## src/rtl/mips_pkg.sv

```systemverilog
// Shared MIPS write-back types: data/address widths, register address and word
// types, and the MEM/WB pipeline entry. Used by wb_stage and wb_scoreboard.
package mips_pkg;

    localparam int WB_WIDTH = 32;
    localparam int WB_DEPTH = 5;
    localparam int WB_CNT_W = 2;

    typedef logic [WB_DEPTH-1:0] reg_addr_t;
    typedef logic [WB_WIDTH-1:0] word_t;

    // One MEM/WB slot: wflag is already cleared for writes aimed at $zero
    typedef struct packed {
        logic      wflag;
        reg_addr_t dst;
        word_t     data;
    } wb_entry_t;

    // Destination field select shared by every consumer of the RegDst control
    function automatic reg_addr_t selectDst(input logic regDst,
                                            input reg_addr_t rt,
                                            input reg_addr_t rd);
        return regDst ? rd : rt;
    endfunction

endpackage

```

## src/rtl/wb_scoreboard.sv

```systemverilog
// Pending-write scoreboard: one saturating counter per architectural register,
// raised at issue and lowered when the matching write retires. Register 0 never
// counts. Optional macro WB_BYPASS_EN hides a hazard whose last pending write
// retires this cycle and flags it for same-cycle forwarding instead.
module wb_scoreboard
    import mips_pkg::*;
#(
    parameter int DEPTH = WB_DEPTH,
    parameter int CNT_W = WB_CNT_W
) (
    input  logic             clk,
    input  logic             rst,
    input  logic             iss_valid,
    input  logic [DEPTH-1:0] iss_dst,
    input  logic             dec_valid,
    input  logic [DEPTH-1:0] dec_reg,
    input  logic [DEPTH-1:0] Reg1,
    input  logic [DEPTH-1:0] Reg2,
    output logic             hazard1,
    output logic             hazard2,
`ifdef WB_BYPASS_EN
    output logic             fwd1_en,
    output logic             fwd2_en,
`endif
    output logic             sb_overflow
);

    localparam int               NREG    = 1 << DEPTH;
    localparam logic [CNT_W-1:0] CNT_MAX = '1;
    localparam logic [CNT_W-1:0] CNT_ONE = CNT_W'(1);

    logic [CNT_W-1:0] r_cnt [NREG];
    logic             r_overflow;
    logic             w_inc;
    logic             w_dec;

    assign w_inc       = iss_valid && (iss_dst != '0);
    assign w_dec       = dec_valid && (dec_reg != '0);
    assign sb_overflow = r_overflow;

    // Per-register count update; a same-cycle issue and retire cancel out
    always_ff @(posedge clk or negedge rst) begin
        if (!rst) begin
            for (int i = 0; i < NREG; i++) begin
                r_cnt[i] <= '0;
            end
            r_overflow <= 1'b0;
        end else begin
            for (int i = 1; i < NREG; i++) begin
                if (w_inc && (iss_dst == DEPTH'(i)) &&
                    !(w_dec && (dec_reg == DEPTH'(i)))) begin
                    if (r_cnt[i] == CNT_MAX) begin
                        r_overflow <= 1'b1;
                    end else begin
                        r_cnt[i] <= r_cnt[i] + CNT_ONE;
                    end
                end else if (w_dec && (dec_reg == DEPTH'(i)) &&
                             !(w_inc && (iss_dst == DEPTH'(i)))) begin
                    if (r_cnt[i] != '0) begin
                        r_cnt[i] <= r_cnt[i] - CNT_ONE;
                    end
                end
            end
        end
    end

    // A retire with nothing reserved means issue and write-back disagree
    a_noUnderflow: assert property (@(posedge clk) disable iff (!rst)
        !(w_dec && (r_cnt[dec_reg] == '0)));

`ifdef WB_BYPASS_EN
    logic w_byp1;
    logic w_byp2;

    // Hazard from counters, minus sources whose last pending write lands now
    always_comb begin
        w_byp1  = (Reg1 != '0) && (r_cnt[Reg1] == CNT_ONE) && w_dec && (dec_reg == Reg1);
        w_byp2  = (Reg2 != '0) && (r_cnt[Reg2] == CNT_ONE) && w_dec && (dec_reg == Reg2);
        hazard1 = (Reg1 != '0) && (r_cnt[Reg1] != '0) && !w_byp1;
        hazard2 = (Reg2 != '0) && (r_cnt[Reg2] != '0) && !w_byp2;
        fwd1_en = w_byp1;
        fwd2_en = w_byp2;
    end
`else
    // Hazard straight from counters; clears the cycle after the count hits 0
    always_comb begin
        hazard1 = (Reg1 != '0) && (r_cnt[Reg1] != '0);
        hazard2 = (Reg2 != '0) && (r_cnt[Reg2] != '0);
    end
`endif

endmodule

```

## src/rtl/wb_stage.sv

```systemverilog
// MIPS write-back stage: one-entry MEM/WB register feeding the register-file
// write port through a valid/ready handshake, plus the pending-write scoreboard
// that decode consults for RAW hazards. Optional macro WB_BYPASS_EN adds the
// fwd1_en/fwd2_en/fwd_data forwarding outputs. WIDTH/DEPTH must match mips_pkg.
module wb_stage
    import mips_pkg::*;
#(
    parameter int WIDTH = WB_WIDTH,
    parameter int DEPTH = WB_DEPTH,
    parameter int CNT_W = WB_CNT_W
) (
    input  logic             clk,
    input  logic             rst,
    input  logic             mem_valid,
    output logic             mem_ready,
    input  logic             mem_RegWrite,
    input  logic             mem_memReg,
    input  logic             mem_RegDst,
    input  logic [DEPTH-1:0] mem_rt,
    input  logic [DEPTH-1:0] mem_rd,
    input  logic [WIDTH-1:0] mem_ALUres,
    input  logic [WIDTH-1:0] mem_RData,
    output logic             RegWrite,
    output logic [DEPTH-1:0] WriteReg,
    output logic [WIDTH-1:0] WriteData,
    input  logic             wb_ready,
    input  logic             iss_valid,
    input  logic [DEPTH-1:0] iss_dst,
    input  logic [DEPTH-1:0] Reg1,
    input  logic [DEPTH-1:0] Reg2,
    output logic             hazard1,
    output logic             hazard2,
`ifdef WB_BYPASS_EN
    output logic             fwd1_en,
    output logic             fwd2_en,
    output logic [WIDTH-1:0] fwd_data,
`endif
    output logic             sb_overflow
);

    wb_entry_t r_entry;
    logic      r_full;
    wb_entry_t w_next;
    reg_addr_t w_dst;
    logic      w_accept;
    logic      w_retire;
    logic      w_decValid;

    assign mem_ready  = !r_full || wb_ready;
    assign w_accept   = mem_valid && mem_ready;
    assign w_retire   = r_full && wb_ready;
    assign w_dst      = selectDst(mem_RegDst, mem_rt, mem_rd);
    assign w_decValid = w_retire && r_entry.wflag;

    // Build the entry to capture: data mux, destination mux, $zero suppression
    always_comb begin
        w_next       = '0;
        w_next.dst   = w_dst;
        w_next.data  = mem_memReg ? mem_RData : mem_ALUres;
        w_next.wflag = mem_RegWrite && (w_dst != '0);
    end

    // MEM/WB slot: refill on accept, otherwise drain on retire, else hold
    always_ff @(posedge clk or negedge rst) begin
        if (!rst) begin
            r_full  <= 1'b0;
            r_entry <= '0;
        end else if (w_accept) begin
            r_full  <= 1'b1;
            r_entry <= w_next;
        end else if (w_retire) begin
            r_full  <= 1'b0;
            r_entry <= '0;
        end
    end

    assign RegWrite  = r_full && r_entry.wflag;
    assign WriteReg  = r_entry.dst;
    assign WriteData = r_entry.data;

`ifdef WB_BYPASS_EN
    assign fwd_data = r_entry.data;
`endif

    wb_scoreboard #(
        .DEPTH (DEPTH),
        .CNT_W (CNT_W)
    ) u_scoreboard (
        .clk         (clk),
        .rst         (rst),
        .iss_valid   (iss_valid),
        .iss_dst     (iss_dst),
        .dec_valid   (w_decValid),
        .dec_reg     (r_entry.dst),
        .Reg1        (Reg1),
        .Reg2        (Reg2),
        .hazard1     (hazard1),
        .hazard2     (hazard2),
`ifdef WB_BYPASS_EN
        .fwd1_en     (fwd1_en),
        .fwd2_en     (fwd2_en),
`endif
        .sb_overflow (sb_overflow)
    );

endmodule

```

## config.mk

```make
export PLATFORM = sky130hd
export DESIGN_NAME = wb_stage
export DESIGN_NICKNAME = d
export VERILOG_FILES = /design/src/rtl/mips_pkg.sv /design/src/rtl/wb_scoreboard.sv /design/src/rtl/wb_stage.sv
export SDC_FILE = /design/constraint.sdc
export NUM_CORES = 1
export LEC_CHECK = 0
export CAP_MARGIN = 20
export CORE_MARGIN = 2
export CORE_UTILIZATION = 53
export DETAILED_ROUTE_END_ITERATION = 8
export GPL_TIMING_DRIVEN = 0
export HOLD_SLACK_MARGIN = 0.05
export PLACE_DENSITY = 0.84
export SETUP_SLACK_MARGIN = 0.02
export SYNTH_ARGS = -nofsm -noshare
export SYNTH_HDL_FRONTEND = slang
export SYNTH_SLANG_ARGS = --single-unit
```

## constraint.sdc

```tcl
create_clock -name clk -period 5.8 [get_ports clk]
set_input_delay 1.16 -clock clk [delete_from_list [all_inputs] [get_ports clk]]
set_output_delay 1.16 -clock clk [all_outputs]
set_load 0.1 [all_outputs]
```

### After elaboration in Yosys (flattened, before gate mapping)

Cells that the tools add are included.

| operators by class | value |
|---|---|
| add/sub/neg operators | 62 |
| eq/ne operators | 124 |
| magnitude comparators | 2 |
| mux-type cells | 198 |
| reductions and logical operators | 329 |
| bitwise gates (word level) | 2 |

Operators by type and width:

| operator | number |
|---|---|
| $mux W2 | 128 |
| $reduce_bool A2 Y1 | 96 |
| $eq A5 B5 Y1 const B | 32 |
| $logic_and A1 B1 Y1 | 133 |
| $reduce_and A3 Y1 | 31 |
| $eq A5 B4 Y1 const B | 16 |
| $mux W38 | 2 |
| $mux W1 | 64 |
| $logic_not A1 Y1 | 63 |
| $add A2 B1 Y2 const B | 31 |
| $eq A2 B2 Y1 const B | 31 |
| $ne A2 B2 Y1 const B | 31 |
| $sub A2 B1 Y2 const B | 31 |
| $eq A5 B3 Y1 const B | 8 |
| $mux W32 | 1 |
| $reduce_bool A5 Y1 | 5 |
| $bmux W2 S5 | 2 |
| $eq A5 B2 Y1 const B | 4 |
| $ge A6 B6 Y1 const B | 2 |
| $not A5 Y6 | 2 |
| $eq A5 B1 Y1 const B | 2 |
| $mux W5 | 1 |
| $logic_or A1 B1 Y1 | 1 |

| word-level totals | value |
|---|---|
| bits of input ports | 97 |
| register bits after elaboration | 102 |
| logic and storage cells | 753 |
| output and inout bits | 42 |

### Logic depth before layout (Yosys ltp)

Gate-level depths: netlist of run 1.

| logic depth | value |
|---|---|
| depth in word-level cells | 67 |
| gate-level depth with buffers | 7 |
| gate-level depth less buffers | 5 |

### Cells and area by module

From an unflattened synthesis of run 1, not the netlist that was laid out.

| unflattened totals | value |
|---|---|
| cell total of the unflattened synthesis | 783 |
| area, all modules | 6,785.3 µm² |

By module, submodules not included:

| module | seq. area each (µm²) | cells an instance | area an instance (µm²) | times used |
|---|---|---|---|---|
| wb_scoreboard | 1,576.5 | 570 | 4,673.2 | 1 |
| wb_stage | 975.9 | 213 | 2,112.0 | 1 |

### Worst setup path before layout of run 1

No wires, ideal clock.

| timing | value |
|---|---|
| path kind | in2out |
| start point | input port Reg1[1] |
| end point | output port hazard1 |
| setup slack | 0.822 ns |
| buffers on the path | 2 |
| data required time | 4.640 ns |
| stages on the path | 6 |
| arrival | 3.818 ns |
| path through | clkbuf_1 clkbuf_1 mux4_2 a221oi_1 a211oi_1 a21oi_1 |

| on the way | value |
|---|---|
| longest elaborated chain between the ends | 6 |
| elaborated cells between the ends (all ways) | 7 |
| those cells by class | 3 x mux; 1 x bitwise; 3 x reduce/logical |

Ends and longest elaborated chain:

| what | RTL line | text |
|---|---|---|
| start: declaration | wb_stage.sv:29 | `input logic [DEPTH-1:0] Reg1,` |
| $not A5 Y6 (not written as such) | wb_scoreboard.sv:87 | `hazard1 = (Reg1 != '0) && (r_cnt[Reg1] != '0);` |
| $bmux W2 S5 | wb_scoreboard.sv:87 |  |
| $mux W2 (not written as such) (2 in series) | wb_scoreboard.sv:87 |  |
| $reduce_bool A2 Y1 | wb_scoreboard.sv:87 |  |
| $logic_and A1 B1 Y1 (*) | wb_scoreboard.sv:87 |  |
| end: declaration | wb_stage.sv:31 | `output logic hazard1,` |

Mark *: on every way between the ends. The rest lies on a longest branch, timed or not. The select of a mux whose other input is x is not followed.

### Worst setup path after layout of run 1

| timing | value |
|---|---|
| start point | input port Reg1[0] |
| end point | output port hazard1 |

The elaborated chain is that of the path after synthesis.

==> results of run 1 <==
metal layers:
layer | up-vias | GRT usage [%] | routed length [µm]
met2 | 344 | 47.6 | 8800
met3 | 57 | 8.50 | 2130
met5 | - | 0 | 0
met4 | 0 | 12.8 | 672
li1 | 3191 | - | -
met1 | 3122 | 36.0 | 7520
power by group through the flow:
stage | Combinational, mW | Sequential, mW | Clock (mW)
finish | 0.868 | 0.938 | 0.600
CTS | 0.868 | 0.935 | 0.606
global placement | 0.848 | 0.943 | 0
floorplan | 0.605 | 0.939 | 0
global route | 0.929 | 0.956 | 0.637
detailed placement | 0.863 | 0.946 | 0
cells in the mapped netlist, drive strengths merged, types with 5 or more instances:
| cell type | n | share of area (%) |
|---|---|---|
| nand2b | 6 | 0.56 |
| a211oi | 31 | 3.6 |
| nor2 | 101 | 5.6 |
| nand3 | 5 | 0.37 |
| mux4 | 8 | 2.7 |
| o211ai | 35 | 3.9 |
| inv | 34 | 1.9 |
| buf | 56 | 5.7 |
| clkbuf | 36 | 2.0 |
| or2 | 5 | 0.46 |
| nor3 | 35 | 2.6 |
| nand2 | 80 | 4.5 |
| and2 | 17 | 1.6 |
| a32oi | 11 | 1.4 |
| mux2i | 40 | 5.9 |
| and4b | 5 | 0.74 |
| nand4 | 5 | 0.46 |
| a21oi | 73 | 5.4 |
| o21ai | 78 | 5.8 |
| dfrtp | 102 | 38 |
layout by cell type (no fill, tap or decap), drive strengths merged, types with 4 or more instances in the layout:
master	instances
clkdlybuf4s50	127
dfrtp	102
nor2	101
nand2	80
o21ai	78
a21oi	73
buf	58
clkbuf	51
mux2i	40
nor3	35
o211ai	35
inv	34
a211oi	31
and2	17
a32oi	11
mux4	8
nand2b	6
and4b	5
nand4	5
or2	5
nand3	5
o21a	4
a2111oi	4
a41oi	4
o2111ai	4
a22oi	4
kinds of logic (layout without fill, tap and decap cells):
family | count (synthesis) | in the layout | synth area share, %
AO/OA/AOI/OAI | 262 | 262 | 24.2
buffers and inverters | 126 | 271 | 9.56
AND/OR/NAND/NOR | 276 | 276 | 19.5
multiplexers | 49 | 49 | 8.78
flip-flops | 102 | 102 | 37.9
final timing paths:
kind                                      startpoint                                  to  slack, ns  depth (start not counted)
max in group asynchronous                        rst  u_scoreboard.r_cnt[35]$_DFFE_PN0P_       4.26                          2
hold reg to reg            WriteData[28]$_DFFE_PN0P_           WriteData[28]$_DFFE_PN0P_       0.48                          2
hold / removal             WriteData[28]$_DFFE_PN0P_           WriteData[28]$_DFFE_PN0P_       0.48                          2
min in group asynchronous                        rst  u_scoreboard.r_cnt[28]$_DFFE_PN0P_       0.84                          1
setup / recovery                             Reg1[0]                             hazard1       0.43                          7
setup reg to reg             WriteReg[1]$_DFFE_PN0P_  u_scoreboard.sb_overflow$_DFF_PN0_       3.32                          7
cell type report:
class,instances,area share (%)
Timing Repair Buffer,129,15.3
Multi-Input combinational cell,587,41.5
Clock buffer,15,2.90
Buffer,92,6.05
Tap cell,172,2.52
Clock inverter,1,0.352
Sequential cell,102,29.9
Inverter,34,1.49
tightest hold or removal path, cell delays in order, from the launching register on:
cell and delay [ns]:
dfrtp_1 0.34, nand2_1 0.05, o21ai_0 0.06
sequential cells by signal, summed over array words and instances, names as in the netlist:
register and count:
u_scoreboard.r_cnt 62, r_entry 1, u_scoreboard.sb_overflow 1, WriteReg 5, WriteData 32, r_full 1
metrics by stage:
stage / setup TNS, ns / power [mW] / util (%)
after CTS: 0 / 2.41 / 68.2
after detailed placement: 0 / 1.81 / 66.0
after floorplan: 0 / 1.54 / -
final: 0 / 2.41 / 68.2
after global routing: 0 / 2.52 / 68.2
after global placement: -36.96 / 1.79 / 65.8
==> results_dict.tcl, run 1 <==
set metrics [dict create \
    status "finished clean" \
    postLayoutCellArea_um2 8540 \
    row_count 41 \
    period_share_pct 92.6 \
    power_frac_seq_pct 39.0 \
    nFillCells 1057 \
    synth-edff-count 0 \
    clkPwrFrac_pct 24.9 \
    antenna_found_initial 0 \
    clk_latency_ns 0.35 \
    tightestPinTransition_ns 1.03 \
    vias 6714 \
    grt_pass1_wl_um 30600 \
    rsz0062_at_grt "false" \
    synth_nets 912 \
    hpwl_um 14200 \
    diodes 0 \
    final_cells 1132 \
    initial_core_util_pct 53.8 \
    critPathMaxFanout 5 \
    area_growth_pct 26.7 \
    cts-hold-fix-buffers 0 \
    cpMostUsedCell "clkdlybuf4s50_1" \
    maxSlewViolCount 0 \
    ys_warn_count 2 \
    p_per_area_nw_per_um2 282 \
    postCtsSetupBuffers 0 \
    viasPerCell 5.93 \
    dr.pass1.iters 5 \
    die-area_um2 13600 \
    cts_num_sinks 102 \
    cpMaxStageDelayCell "clkdlybuf4s50_1" \
    finalHoldViolCount 0 \
    syn_area_um2 6740 \
    cap_violations 0 \
    swShare_pct 38.8 \
    place_ws_ns 0.459 \
    ys_seq_area_share_pct 37.9 \
    overflow 0 \
    crit_family "buffers and inverters" \
    final_nets 1052 \
    critical_path_buf_inv_count 3 \
    setup_viol 0 \
    cts_tree "yes" \
    crit_chain "clkdlybuf4s50_1, inv_1, mux4_2, a221oi_1, a211oi_1, a21oi_1, clkdlybuf4s50_1" \
    routed_wl_um 19100 \
    dieHeight_um 117 \
    min_period_ns 5.37 \
    synthArstFlopShare_pct 100 \
    fmax_mhz 186 \
    avgRoutedWirePerCell_um 16.9 \
    cp.required_ns 4.64 \
    register_area_um2 2550 \
    root_buffer "clkbuf_16" \
    hold_class "register to register" \
    end_kind "output pin" \
    multi_input_area_um2 3540 \
    synthFlopType "dfrtp_1" \
    ys_ff_latch 102 \
    gp_congestion 0.905 \
    syn_area_per_cell_um2 8.27 \
    layout-drive-gt1-share_pct 8.75 \
    cp-start-kind "primary input" \
    cts_buffers 9 \
    track_usage_pct 29.1 \
    placed_cell_area_um2 8260 \
    ir_worst_vdd_v 0.000147 \
    pin_count 139 \
    critPathKind "primary input to output pin" \
    intPower_mw 1.47 \
    port_buffers 128 \
    combPwrFrac_pct 36.1 \
    setup_ws_ns 0.427 \
    clk_pin_slew_worst_paths_ns 0.06 \
    syn_inst 815 \
    htreeDepth 3 \
    cts_resized 0 \
    ant_nets 0 \
    grt_pass1_vias 6323 \
    critPathMaxStageDelay_ns 1.15 \
    post-place-cells 1116 \
    max-slew-margin-rel_pct 31.4 \
    hold-worst-slack_ns 0.481 \
    clockBufferDepth 2 \
    switching_power_uw 934 \
    core_um2 12500 \
    leakage_nw 3.34 \
    drt_iter0_markers 521 \
    finalClockSkew_ns 0.00693 \
    yosys.cell_types.count 47 \
    grt_max_degree 56 \
    die_x_um 117 \
    critical_path_arrival_ns 4.21 \
    drc 0 \
]
Note: power is estimated with default switching activity, not from simulation.
==> run 2, diff against run 1 <==
PLACE_DENSITY = default   (was 0.84)
PLACE_DENSITY_LB_ADDON = 0.2   (was default)
==> results_dict.tcl, run 2 (synthesis gave the netlist of run 1 again) <==
set metrics [dict create \
    status "finished clean" \
    setup_ws_ns 0.452 \
    clk_latency_ns 0.36 \
    dr.pass1.iters 5 \
    maxSlewViolCount 0 \
    cpMaxStageDelayCell "clkdlybuf4s50_1" \
    routed_wl_um 19100 \
    hpwl_um 14300 \
    setup_viol 0 \
    antenna_found_initial 0 \
    viasPerCell 5.81 \
    cp-startpoint "Reg1[0]" \
    ir_worst_vdd_v 0.000218 \
    area_growth_pct 26.8 \
    end_kind "output pin" \
    nFillCells 1108 \
    critPathMaxStageDelay_ns 1.14 \
    dieHeight_um 117 \
    timing.rr.start "WriteReg[3]$_DFFE_PN0P_" \
    reg2reg_slack_ns 3.14 \
    cts_resized 0 \
    rsz0062_at_grt "false" \
    layout-drive-gt1-share_pct 9.28 \
    cts_buffers 9 \
    crit_path_end "hazard1" \
    grt_max_degree 69 \
    drc 0 \
    reg2reg_depth 7 \
    cts_tree "yes" \
    p_per_area_nw_per_um2 281 \
    port_buffers 128 \
    largest_reg_flops 62 \
    critPathMaxFanout 5 \
    cap_violations 0 \
    cts_num_sinks 102 \
    gp_congestion 0.925 \
    tightestPinTransition_ns 1.02 \
    initial_core_util_pct 53.8 \
    critPathKind "primary input to output pin" \
    overflow 0 \
    r2r-end "u_scoreboard.sb_overflow$_DFF_PN0_" \
    clockBufferDepth 2 \
    largest_register "u_scoreboard.r_cnt" \
    crit_chain "clkdlybuf4s50_1, inv_1, mux4_2, a221oi_1, a211oi_1, a21oi_1, clkdlybuf4s50_1" \
    cts-hold-fix-buffers 0 \
    finalHoldViolCount 0 \
    post-place-cells 1116 \
    cp.required_ns 4.64 \
    final_common_cell "clkdlybuf4s50_1" \
    critical_path_arrival_ns 4.19 \
    most-common-layout-cells "clkdlybuf4s50_1 (127), dfrtp_1 (102), nor2_1 (101)" \
    htreeDepth 3 \
    drt_iter0_markers 590 \
    hold_class "register to register" \
    row_count 41 \
    finalClockSkew_ns 0.00637 \
    fmax_mhz 187 \
    clk_pin_slew_worst_paths_ns 0.07 \
    pin_count 139 \
    avgRoutedWirePerCell_um 16.9 \
    die-area_um2 13600 \
    diodes 0 \
    place_ws_ns 0.469 \
    leakage_nw 3.34 \
    vias 6572 \
    min_period_ns 5.35 \
    root_buffer "clkbuf_16" \
    grt_pass1_wl_um 30700 \
    cp-start-kind "primary input" \
    hold-worst-slack_ns 0.482 \
    period_share_pct 92.2 \
    final_nets 1052 \
    ant_nets 0 \
    cpMostUsedCell "clkdlybuf4s50_1" \
    final_cells 1131 \
    grt_pass1_vias 6106 \
    die_x_um 117 \
    setup_tns_ns 0 \
    postCtsSetupBuffers 0 \
    core_um2 12500 \
    max-slew-margin-rel_pct 31.7 \
    track_usage_pct 29.3 \
]
-- run 2: layout make-up --
type                       instances  area, µm²  share of cell area [%]
tap                              172        215                    2.52
sequential                       102       2550                    29.9
clock buffer                      10        239                    2.80
clock inverter                     5       43.8                   0.513
timing repair buffer             129       1310                    15.3
buffer                            92        517                    6.05
inverter                          34        128                    1.49
multi-input combinational        587       3540                    41.5
-- run 2: worst min-delay path by stage --
stage | startpoint | endpoint | slack [ns] | cells after the start
floorplan | WriteData[0]$_DFFE_PN0P_ | WriteData[0]$_DFFE_PN0P_ | 0.45 | 2
global placement | WriteData[8]$_DFFE_PN0P_ | WriteData[8]$_DFFE_PN0P_ | 0.46 | 2
detailed placement | WriteData[27]$_DFFE_PN0P_ | WriteData[27]$_DFFE_PN0P_ | 0.47 | 2
CTS | WriteData[16]$_DFFE_PN0P_ | WriteData[16]$_DFFE_PN0P_ | 0.49 | 2
global route | WriteData[16]$_DFFE_PN0P_ | WriteData[16]$_DFFE_PN0P_ | 0.52 | 2
finish | WriteData[3]$_DFFE_PN0P_ | WriteData[3]$_DFFE_PN0P_ | 0.48 | 2
-- run 2: power breakdown --
part           switching [mW]  leakage [nW]  internal, mW  total [mW]
sequential              0.125          1.30         0.815       0.940
combinational           0.550          1.91         0.321       0.870
clock                   0.289         0.133         0.306       0.595
total                   0.964          3.34          1.44        2.41
-- run 2: worst max-delay path: cells and delay by family --
family | cells | cell delay [ns]
buffers and inverters | 3 | 1.98
multiplexers | 1 | 0.53
AO/OA/AOI/OAI | 3 | 0.51
-- run 2: stage by stage --
| step | power, mW | instance area [µm²] | utilization, % |
|---|---|---|---|
| floorplan | 1.54 | 6740 | - |
| global placement | 1.79 | 8240 | 65.8 |
| detailed placement | 1.81 | 8260 | 66.0 |
| CTS | 2.41 | 8540 | 68.3 |
| global route | 2.52 | 8540 | 68.3 |
| finish | 2.41 | 8540 | 68.3 |
-- run 2: layer usage --
metal	wire length (µm)	share of wire [%]	vias to the layer above	global-route usage, %
met2	8860	46	332	47.2
met1	7770	41	3015	37.0
li1	-	-	3181	-
met3	2000	10	44	10.4
met4	512	2.7	0	10.1
met5	0	0	-	0
